[config.mk]
export PLATFORM = sky130hd
export DESIGN_NAME = gcd_req_queue_flat
export DESIGN_NICKNAME = d
export VERILOG_FILES = /design/src/rtl/gcd_req_queue_if.sv /design/src/rtl/gcd_req_queue.sv /design/src/flat_wrapper.sv
export SDC_FILE = /design/constraint.sdc
export NUM_CORES = 1
export LEC_CHECK = 0
export CELL_PAD_IN_SITES_DETAIL_PLACEMENT = 1
export CELL_PAD_IN_SITES_GLOBAL_PLACEMENT = 1
export CORE_AREA = 2 2 81 102
export DETAILED_ROUTE_END_ITERATION = 6
export DIE_AREA = 0 0 83 104
export DONT_BUFFER_PORTS = 1
export PLACE_DENSITY_LB_ADDON = 0.1
export SYNTH_ARGS = -nofsm -noshare
export SYNTH_HDL_FRONTEND = slang
export SYNTH_SLANG_ARGS = --single-unit
export TNS_END_PERCENT = 100
[constraint.sdc]
create_clock -name clk -period 4.5 [get_ports clk]
set_input_delay 0.225 -clock clk [delete_from_list [all_inputs] [get_ports clk]]
set_output_delay 0.225 -clock clk [all_outputs]
set_load 0.005 [all_outputs]
[src/rtl/gcd_req_queue_if.sv]
// Handshake bundle for gcd_req_queue: request channel, GCD core drive/completion, result channel.
// The master side is the environment and the slave side is the queue.
interface gcd_req_queue_if;
    logic       in_valid;
    logic       in_ready;
    logic [7:0] in_a;
    logic [7:0] in_b;
    logic       gcd_start;
    logic [7:0] gcd_a;
    logic [7:0] gcd_b;
    logic       gcd_done;
    logic [7:0] gcd_res;
    logic       out_valid;
    logic       out_ready;
    logic [7:0] out_res;
    logic       out_err;

    modport master (
        output in_valid, in_a, in_b, gcd_done, gcd_res, out_ready,
        input  in_ready, gcd_start, gcd_a, gcd_b, out_valid, out_res, out_err
    );

    modport slave (
        input  in_valid, in_a, in_b, gcd_done, gcd_res, out_ready,
        output in_ready, gcd_start, gcd_a, gcd_b, out_valid, out_res, out_err
    );
endinterface

[src/rtl/gcd_req_queue.sv]
// Operand-pair FIFO feeding a GCD core, with completion timeout and a held result channel.
// Optional macro GCD_ZERO_BYPASS_EN answers pairs with a zero operand without using the core.
module gcd_req_queue #(
    parameter int DEPTH   = 4,
    parameter int TIMEOUT = 64
) (
    input logic           clk,
    input logic           rst,
    gcd_req_queue_if.slave bus
);
    localparam int PTR_W = $clog2(DEPTH);

    typedef enum logic [1:0] {IDLE, ISSUE, WAIT, HOLD} state_t;

    state_t           state_q, state_d;
    logic [15:0]      mem_q [DEPTH];
    logic [15:0]      mem_d [DEPTH];
    logic [PTR_W-1:0] wr_ptr_q, wr_ptr_d;
    logic [PTR_W-1:0] rd_ptr_q, rd_ptr_d;
    logic [PTR_W:0]   count_q, count_d;
    logic [7:0]       gcd_a_q, gcd_a_d;
    logic [7:0]       gcd_b_q, gcd_b_d;
    logic [7:0]       out_res_q, out_res_d;
    logic             out_err_q, out_err_d;
    logic [7:0]       timer_q, timer_d;

    logic             full;
    logic             empty;
    logic             in_ready;
    logic             push;
    logic             take_head;
    logic [7:0]       head_a;
    logic [7:0]       head_b;
    logic             head_zero;

    assign full     = (count_q == (PTR_W+1)'(DEPTH));
    assign empty    = (count_q == '0);
    assign in_ready = !full && !rst;
    assign push     = bus.in_valid && in_ready;
    assign head_a   = mem_q[rd_ptr_q][15:8];
    assign head_b   = mem_q[rd_ptr_q][7:0];

`ifdef GCD_ZERO_BYPASS_EN
    assign head_zero = (head_a == 8'd0) || (head_b == 8'd0);
`else
    assign head_zero = 1'b0;
`endif

    // Fullness comes from the registered count, so a same-cycle pop never opens a slot for the push.
    always_comb begin : fifo_next
        mem_d    = mem_q;
        wr_ptr_d = wr_ptr_q;
        rd_ptr_d = rd_ptr_q;
        count_d  = count_q;
        if (push) begin
            mem_d[wr_ptr_q] = {bus.in_a, bus.in_b};
            wr_ptr_d        = wr_ptr_q + PTR_W'(1);
        end
        if (take_head) begin
            rd_ptr_d = rd_ptr_q + PTR_W'(1);
        end
        unique case ({push, take_head})
            2'b10:   count_d = count_q + (PTR_W+1)'(1);
            2'b01:   count_d = count_q - (PTR_W+1)'(1);
            default: count_d = count_q;
        endcase
    end

    always_comb begin : fsm_next
        state_d   = state_q;
        gcd_a_d   = gcd_a_q;
        gcd_b_d   = gcd_b_q;
        out_res_d = out_res_q;
        out_err_d = out_err_q;
        timer_d   = timer_q;
        unique case (state_q)
            IDLE: begin
                state_d = IDLE;
            end
            ISSUE: begin
                state_d = WAIT;
                timer_d = 8'd0;
            end
            WAIT: begin
                if (bus.gcd_done) begin
                    out_res_d = bus.gcd_res;
                    out_err_d = 1'b0;
                    state_d   = HOLD;
                end else if (timer_q == 8'(TIMEOUT - 1)) begin
                    out_res_d = 8'd0;
                    out_err_d = 1'b1;
                    state_d   = HOLD;
                end else begin
                    timer_d = timer_q + 8'd1;
                end
            end
            HOLD: begin
                if (bus.out_ready) begin
                    state_d = IDLE;
                end
            end
            default: state_d = IDLE;
        endcase
        // Taking a new head overrides the plain IDLE/HOLD transitions above.
        if (take_head) begin
            if (head_zero) begin
                out_res_d = head_a | head_b;
                out_err_d = 1'b0;
                state_d   = HOLD;
            end else begin
                gcd_a_d = head_a;
                gcd_b_d = head_b;
                state_d = ISSUE;
            end
        end
    end

    always_comb begin : fsm_out
        take_head     = !empty && ((state_q == IDLE) || ((state_q == HOLD) && bus.out_ready));
        bus.gcd_start = (state_q == ISSUE);
        bus.out_valid = (state_q == HOLD);
        bus.in_ready  = in_ready;
        bus.gcd_a     = gcd_a_q;
        bus.gcd_b     = gcd_b_q;
        bus.out_res   = out_res_q;
        bus.out_err   = out_err_q;
    end

    always_ff @(posedge clk or posedge rst) begin : state_reg
        if (rst) begin
            state_q   <= IDLE;
            wr_ptr_q  <= '0;
            rd_ptr_q  <= '0;
            count_q   <= '0;
            gcd_a_q   <= 8'd0;
            gcd_b_q   <= 8'd0;
            out_res_q <= 8'd0;
            out_err_q <= 1'b0;
            timer_q   <= 8'd0;
        end else begin
            state_q   <= state_d;
            wr_ptr_q  <= wr_ptr_d;
            rd_ptr_q  <= rd_ptr_d;
            count_q   <= count_d;
            gcd_a_q   <= gcd_a_d;
            gcd_b_q   <= gcd_b_d;
            out_res_q <= out_res_d;
            out_err_q <= out_err_d;
            timer_q   <= timer_d;
        end
    end

    // Storage needs no reset: emptiness is defined entirely by the pointers and count.
    always_ff @(posedge clk) begin : fifo_mem
        mem_q <= mem_d;
    end
endmodule

[src/flat_wrapper.sv]
// flat-port wrapper written by rule: the top's interface ports become plain ports
module gcd_req_queue_flat 
#(
    parameter int DEPTH   = 4,
    parameter int TIMEOUT = 64
)
  (clk, rst, bus_in_valid, bus_in_a, bus_in_b, bus_gcd_done, bus_gcd_res, bus_out_ready, bus_in_ready, bus_gcd_start, bus_gcd_a, bus_gcd_b, bus_out_valid, bus_out_res, bus_out_err);
  gcd_req_queue_if bus_i ();
  input logic clk;
  input logic rst;
  input wire logic [$bits(bus_i.in_valid)-1:0] bus_in_valid;
  input wire logic [$bits(bus_i.in_a)-1:0] bus_in_a;
  input wire logic [$bits(bus_i.in_b)-1:0] bus_in_b;
  input wire logic [$bits(bus_i.gcd_done)-1:0] bus_gcd_done;
  input wire logic [$bits(bus_i.gcd_res)-1:0] bus_gcd_res;
  input wire logic [$bits(bus_i.out_ready)-1:0] bus_out_ready;
  output wire logic [$bits(bus_i.in_ready)-1:0] bus_in_ready;
  output wire logic [$bits(bus_i.gcd_start)-1:0] bus_gcd_start;
  output wire logic [$bits(bus_i.gcd_a)-1:0] bus_gcd_a;
  output wire logic [$bits(bus_i.gcd_b)-1:0] bus_gcd_b;
  output wire logic [$bits(bus_i.out_valid)-1:0] bus_out_valid;
  output wire logic [$bits(bus_i.out_res)-1:0] bus_out_res;
  output wire logic [$bits(bus_i.out_err)-1:0] bus_out_err;
  assign bus_i.in_valid = bus_in_valid;
  assign bus_i.in_a = bus_in_a;
  assign bus_i.in_b = bus_in_b;
  assign bus_i.gcd_done = bus_gcd_done;
  assign bus_i.gcd_res = bus_gcd_res;
  assign bus_i.out_ready = bus_out_ready;
  assign bus_in_ready = bus_i.in_ready;
  assign bus_gcd_start = bus_i.gcd_start;
  assign bus_gcd_a = bus_i.gcd_a;
  assign bus_gcd_b = bus_i.gcd_b;
  assign bus_out_valid = bus_i.out_valid;
  assign bus_out_res = bus_i.out_res;
  assign bus_out_err = bus_i.out_err;
  gcd_req_queue #(.DEPTH(DEPTH), .TIMEOUT(TIMEOUT)) u_core (.clk(clk), .rst(rst), .bus(bus_i));
endmodule
==> impl_metrics.yaml, run 1 <==
timing:
  finalSetupViolations: 0
  finalWorstSetupSlack_ns: 2.10
  timing.final.max_slew_violations: 0
  slew_headroom_pct: 26.6
  worst_slew_pin_slew_ns: 1.10
  fmax_mhz: 416
  min_period_ns: 2.40
  finalHoldViolCount: 0
  timing.final.crit_share_pct: 53.4
  finalHoldWorstSlack_ns: 0.0192
  timing.clock.skew_ns: 0.00811
  setup-tns-final_ns: 0
  grt_setup_unrepaired: "false"
route:
  drt_first_pass_iters: 4
  detailedRoute.firstIterationViolations: 48
  detail-route-antenna-nets: 0
  num_vias: 2188
  wire_per_inst_um: 21.5
  viasPerCell: 5.95
  total_routed_wirelength_um: 7930
  drt_drc_violations_left: 0
clocking:
  cts_buffers: 9
  clock_tree_from_tritoncts: "done"
  cts_hold_buffers: 21
  cts.htree.levels: 3
  cts.clk_slew.worst_paths_ns: 0.10
  clockBufferDepth: 2
  cts_root_buf: "sky130_fd_sc_hd__clkbuf_8"
  clk-insertion-delay-late_ns: 0.36
  post-cts-setup-buffer-count: 0
  cts.repair.resized: 0
  numClockSinks: 106
worst_setup_path:
  timing.critical_path.slowest_cell_delay_ns: 0.43
  regToRegSetupSlack_ns: 2.10
  cp_cell_sequence: "ha_1 > a21oi_1 > nor2_2 > buf_4 > ha_1 > inv_1 > fa_1 > xor2_1 > nor2_1 > xor2_1"
  crit_path_max_fanout: 21
  crit_required_ns: 4.78
  timing.critical_path.to_type: "flop"
  cp_slowest_cell: "sky130_fd_sc_hd__dfrtp_1"
  worst_setup_path_start_kind: "flop"
  worstPathArrival_ns: 2.68
  worst-setup-path-type: "reg2reg"
grt:
  grt_start_max_net_pins: 43
  antenna_violations_before_repair: 0
  grt_use_total_pct: 20.0
  globalRouteOverflowTotal: 0
  grt_first_pass_wirelength_um: 13300
  grt_pass1_vias: 2516
final_layout:
  fin_nets: 308
  final_layout_fill_cell_count: 672
  final_layout_size_suffix_gt1_share_pct: 19.4
  synthesis_to_layout_area_growth_pct: 11.6
  antenna_cells_inserted: 0
placed_design:
  io_buffers: 0
  gp_congestion: 0.742
  dp.final_hpwl_um: 5210
  dp_worst_setup_slack_ns: 2.08
flow_run:
  drv.max_cap_violation_count: 0
synthesis:
  count_of_flip_flops_with_a_built_in_enable_after_synthesis: 64
  synth.avg_cell_area_sq_um: 17.7
  synth_cell_types: 39
  post_synth_inst_count: 241
  synth-main-ff-cell: "sky130_fd_sc_hd__edfxtp_1"
  ys.warnings.count: 0
  synth_top_cells_by_area: "sky130_fd_sc_hd__edfxtp_1 45%, sky130_fd_sc_hd__dfrtp_1 25%, sky130_fd_sc_hd__mux4_2 8.5%"
  async_set_reset_flop_share_out_of_synthesis_pct: 39.6
  syn-cell-area_sq_um: 4260
  synth_seq_cells: 106
  netlist.area_leader.share_pct: 45.1
  synthDominantAreaCellType: "sky130_fd_sc_hd__edfxtp_1"
  synth_fp_nets: 281
  synth.yosys.seq_area_share_pct: 69.8
floorplanning:
  coreArea_sq_um: 7700
  start_util_pct: 55.3
  placementRows: 36
  boundaryPins: 57
  die_area_sq_um: 8630
  die_x_um: 83
  fp.dieH_um: 104
power:
  vdd_drop_max_uv: 308
  p_leak_nw: 1.79
  report.power.total_w: 0.00283
  power_density_nw_per_um2: 597
min_path:
  hp-class: "in2reg"
status:
  run_status: "finished clean"
layer usage:
metal / track usage, % / part of all wire (%)
met1: 23.7 / 39
met2: 35.8 / 56
met3: 4.92 / 4.2
met4: 6.21 / 1.1
met5: 0 / 0
synthesized netlist by cell type, drive strengths merged (3+ instances only):
library cell and number:
a21oi 5, a22o 8, and3 8, buf 6, dfrtp 42, edfxtp 64, ha 10, inv 11
mux2 18, mux4 16, nand2 3, nand3 7, nor2 5, nor3 4, o21ai 5, or3 3
xnor2 3, xor2 3
report_power, final:
group	total, W	internal [W]	leakage [nW]	switching, W
combinational	0.000800	0.000445	0.605	0.000356
clock	0.000527	0.000208	0.0856	0.000319
sequential	0.00151	0.00127	1.10	0.000237
critical path: cells and delay by family, from the launching register on:
kind / cells / cell delay, ns
AOI/OAI and AO/OA: 1 / 0.11
and+or+nand+nor: 2 / 0.21
DFF: 1 / 0.43
xor gates and xnor gates: 2 / 0.35
adders and majority gates: 3 / 0.86
buffers and inverters: 2 / 0.36
placed cells by master (no fill, tap or decap), types with 2 or more instances in the layout:
cell type,count
sky130_fd_sc_hd__edfxtp_1,64
sky130_fd_sc_hd__dfrtp_1,42
sky130_fd_sc_hd__dlygate4sd3_1,23
sky130_fd_sc_hd__mux2_2,17
sky130_fd_sc_hd__mux4_2,16
sky130_fd_sc_hd__inv_1,10
sky130_fd_sc_hd__ha_1,10
sky130_fd_sc_hd__clkbuf_8,9
sky130_fd_sc_hd__and3_1,8
sky130_fd_sc_hd__a22o_1,8
sky130_fd_sc_hd__nand3_1,7
sky130_fd_sc_hd__a21oi_1,5
sky130_fd_sc_hd__nor2_1,4
sky130_fd_sc_hd__nor3_1,4
sky130_fd_sc_hd__o21ai_0,4
sky130_fd_sc_hd__xnor2_1,3
sky130_fd_sc_hd__nand2_1,3
sky130_fd_sc_hd__or3_1,3
sky130_fd_sc_hd__xor2_1,3
sky130_fd_sc_hd__a211o_1,2
sky130_fd_sc_hd__and2_1,2
sky130_fd_sc_hd__clkinvlp_4,2
cell type report:
type,count,area [sq um],share of cell area [%]
clock buffer,10,128,2.69
clock inverter,6,53.8,1.13
inverter,11,41.3,0.870
multi-input combinational,116,1200,25.2
sequential,106,2970,62.6
tap,95,119,2.50
timing repair buffer,24,238,5.01
flip-flops by register name, summed over array words and instances, names as in the netlist:
signal and flops:
u_core.bus.gcd_b 8, u_core.count_q 3, u_core.wr_ptr_q 2, u_core.rd_ptr_q 2, u_core.bus.out_err 1, u_core.bus.gcd_a 8
u_core.bus.out_res 8, u_core.state_q 2, u_core.timer_q 8, u_core.mem_q 64
metrics by stage:
| step | cells | util (%) | area [sq um] |
|---|---|---|---|
| final | 368 | 61.6 | 4750 |
| after global routing | 368 | 61.6 | 4750 |
| after CTS | 366 | 61.4 | 4730 |
| after detailed placement | 329 | 56.3 | 4340 |
| after global placement | 329 | 56.3 | 4340 |
| after floorplan | 241 | - | 4260 |
logic make-up (layout without fill, tap and decap cells):
| family | count (synthesis) | in the layout | share of synthesized area, % |
|---|---|---|---|
| mux | 35 | 35 | 13.5 |
| simple gates | 38 | 38 | 4.97 |
| buf+inv | 19 | 51 | 2.12 |
| xor+xnor | 6 | 6 | 1.23 |
| flops | 106 | 106 | 69.8 |
| fa+ha+maj | 11 | 11 | 3.41 |
| compound gates | 26 | 26 | 4.97 |
final timing paths:
path,end,depth (start not counted),start
min in group asynchronous,u_core.count_q[0],2,rst
hold reg to reg,u_core.count_q[0],1,u_core.count_q[0]
setup reg to reg,u_core.count_q[2],10,u_core.state_q[0]
max in group asynchronous,u_core.bus.gcd_a[7],2,rst
setup / recovery,u_core.count_q[2],10,u_core.state_q[0]
hold / removal,u_core.bus.out_res[2],1,bus_gcd_res[2]
Note: power is estimated with default switching activity, not from simulation.
==> run 2, diff against run 1 <==
- ABC_AREA: default -> 1
- CORE_AREA: 2 2 81 102 -> 2 2 93 117
- DIE_AREA: 0 0 83 104 -> 0 0 95 119
- clock period: 4.5 -> 2.1 ns (I/O delays scaled with it)
==> impl_metrics.yaml, run 2 <==
final_layout:
  synthesis_to_layout_area_growth_pct: 15.9
  layout_commonest_cell: "sky130_fd_sc_hd__nand2_1"
  final_cell_mix: "106 x sky130_fd_sc_hd__nand2_1, 64 x sky130_fd_sc_hd__edfxtp_1, 60 x sky130_fd_sc_hd__nor2_1"
  final_layout_size_suffix_gt1_share_pct: 10.5
  final_layout_fill_cell_count: 1111
  registers.top_by_ff_count: "u_core.mem_q"
  antenna_cells_inserted: 0
  largest_register_ffs: 64
  final_core_utilization_pct: 50.0
  fin_nets: 483
floorplanning:
  coreArea_sq_um: 10400
  start_util_pct: 43.1
  fp.dieH_um: 119
  die_area_sq_um: 11300
  placementRows: 42
  die_x_um: 95
  boundaryPins: 57
power:
  p_leak_nw: 2.16
  power.share.switching_pct: 37.4
  clk_network_pwr_share_pct: 23.0
  p_seq_share_pct: 43.7
  internal_power_w: 0.00435
  power_density_nw_per_um2: 1340
  pwr-share-comb_pct: 33.3
  p_sw_w: 0.00260
  vdd_drop_max_uv: 563
route:
  drt_drc_violations_left: 0
  num_vias: 2858
  viasPerCell: 4.93
  wire_per_inst_um: 16.0
  drt_first_pass_iters: 4
  detail-route-antenna-nets: 0
  detailedRoute.firstIterationViolations: 112
  total_routed_wirelength_um: 9290
min_path:
  hold-path-endpoint: "u_core.bus.out_err"
  holdCritStartpoint: "bus_gcd_done"
  min_path_cells: 3
  hp-class: "in2reg"
grt:
  globalRouteOverflowTotal: 0
  grt_use_total_pct: 17.7
  antenna_violations_before_repair: 0
  grt_pass1_vias: 3020
  grt_start_max_net_pins: 43
  grt_first_pass_wirelength_um: 15000
synthesis:
  netlist.area_leader.share_pct: 43.1
  synth_top_cells_by_area: "sky130_fd_sc_hd__edfxtp_1 43%, sky130_fd_sc_hd__dfrtp_1 24%, sky130_fd_sc_hd__nand2_1 8.9%"
  count_of_flip_flops_with_a_built_in_enable_after_synthesis: 64
  synth_seq_cells: 106
  async_set_reset_flop_share_out_of_synthesis_pct: 39.6
  post_synth_inst_count: 409
  synth.avg_cell_area_sq_um: 10.9
  ys_top_cells_by_count: "106 x sky130_fd_sc_hd__nand2_1, 64 x sky130_fd_sc_hd__edfxtp_1, 60 x sky130_fd_sc_hd__nor2_1"
  synth_simple_gate_area_share_pct: 17.0
  yosysMostFrequentCell: "sky130_fd_sc_hd__nand2_1"
  synth-adder-area-share_pct: 3.25
  synth-main-ff-cell: "sky130_fd_sc_hd__edfxtp_1"
  synth_cell_types: 25
  mux_cell_area_share_after_synthesis_pct: 0
  syn-cell-area_sq_um: 4460
  synth.yosys.seq_area_share_pct: 66.6
  synthDominantAreaCellType: "sky130_fd_sc_hd__edfxtp_1"
  synth_compound_area_share_pct: 6.34
  post_synth_xor_area_fraction_pct: 1.77
  synth_top_family_by_area: "simple AND/OR/NAND/NOR gates"
  ys.warnings.count: 0
  synth_fp_nets: 449
worst_setup_path:
  timing.reg2reg.worst_path_depth: 11
  reg2reg_to: "u_core.count_q[2]"
  worst_setup_path_start_kind: "flop"
  regToRegSetupSlack_ns: 0.13
  timing.critical_path.to_type: "flop"
  worst-setup-path-type: "reg2reg"
  crit_required_ns: 2.33
  worst_r2r_startpoint: "u_core.state_q[0]"
  crit_path_max_fanout: 4
  worstPathArrival_ns: 2.20
timing:
  timing.clock.skew_ns: 0.00775
  finalSetupViolations: 0
  fmax_mhz: 506
  finalHoldWorstSlack_ns: 0.0284
  grt_setup_unrepaired: "false"
  worst_slew_pin_slew_ns: 0.532
  finalHoldViolCount: 0
  timing.final.crit_share_pct: 94.0
  slew_headroom_pct: 64.5
  setup-tns-final_ns: 0
  timing.final.max_slew_violations: 0
  min_period_ns: 1.97
clocking:
  clockBufferDepth: 2
  cts_buffers: 9
  cts.clk_slew.worst_paths_ns: 0.07
  post-cts-setup-buffer-count: 0
  numClockSinks: 106
  clk-insertion-delay-late_ns: 0.35
  cts.htree.levels: 3
  cts_root_buf: "sky130_fd_sc_hd__clkbuf_16"
  clock_tree_from_tritoncts: "done"
flow_run:
  drv.max_cap_violation_count: 0
status:
  run_status: "finished clean"
placed_design:
  gp_congestion: 0.767
  dp.final_hpwl_um: 6120
  io_buffers: 0
[run 2: repair_timing]
item / in CTS / in global routing
resized for setup: 0 / 5
hold buffers: 26 / 0
endpoints found under the hold margin: 116 / 0
setup endpoints to repair: 0 / 2
[run 2: layout make-up]
class                           count  area (sq um)  area share [%]
Timing Repair Buffer               37           343            6.63
Multi-Input combinational cell    263          1310            25.2
Tap cell                          132           165            3.19
Clock inverter                      6          51.3           0.992
Inverter                           26           101            1.96
Sequential cell                   106          2970            57.5
Clock buffer                       10           233            4.50
[run 2: critical path: stages (launching register included)]
cell	delay (ns)
sky130_fd_sc_hd__dfrtp_2	0.44
sky130_fd_sc_hd__inv_1	0.09
sky130_fd_sc_hd__ha_1	0.15
sky130_fd_sc_hd__a21o_1	0.08
sky130_fd_sc_hd__nand2_1	0.07
sky130_fd_sc_hd__inv_2	0.08
sky130_fd_sc_hd__ha_4	0.12
sky130_fd_sc_hd__inv_1	0.07
sky130_fd_sc_hd__fa_2	0.36
sky130_fd_sc_hd__a21oi_2	0.14
sky130_fd_sc_hd__o21ai_1	0.09
sky130_fd_sc_hd__xor2_1	0.15
[run 2: worst max path at each step]
| stage | startpoint | end | slack, ns |
|---|---|---|---|
| after floorplan | rst | u_core.count_q[2] | 0.03 |
| after CTS | u_core.state_q[0] | u_core.count_q[2] | 0.11 |
| after detailed placement | u_core.state_q[1] | u_core.count_q[2] | 0.12 |
| after global routing | u_core.state_q[1] | u_core.count_q[1] | 0.01 |
| final | u_core.state_q[0] | u_core.count_q[2] | 0.13 |
| after global placement | u_core.state_q[0] | u_core.count_q[2] | 0.20 |
[run 2: metal layers]
layer / track usage [%] / part of all wire [%] / vias up
met5: 0 / 0 / -
met4: 6.52 / 1.6 / 0
met3: 4.17 / 3.6 / 11
met2: 30.0 / 51 / 38
met1: 21.6 / 44 / 1395
li1: - / - / 1414
[run 2: stage by stage]
stage / instance area, sq um / total power (W) / setup slack [ns] / cells
global placement: 4610 / 0.00523 / 0.199 / 538
CTS: 5150 / 0.00702 / 0.109 / 580
floorplan: 4490 / 0.00480 / 0.0303 / 409
detailed placement: 4610 / 0.00536 / 0.118 / 538
finish: 5170 / 0.00694 / 0.125 / 580
global route: 5170 / 0.00753 / 0.0147 / 580
[run 2: power by group through the flow]
stage	logic, W	registers, W	clock network [W]
after floorplan	0.00182	0.00299	0
final	0.00231	0.00304	0.00159
after CTS	0.00235	0.00303	0.00164
after global routing	0.00271	0.00309	0.00173
after detailed placement	0.00229	0.00307	0
after global placement	0.00218	0.00306	0
[run 2: logic make-up (layout without fill, tap and decap cells)]
family	count (synthesis)	after routing
AO/OA/AOI/OAI	55	55
buffers and inverters	40	79
adder cells (fa/ha/maj)	11	11
XOR/XNOR	9	9
flip-flops	106	106
AND/OR/NAND/NOR	188	188
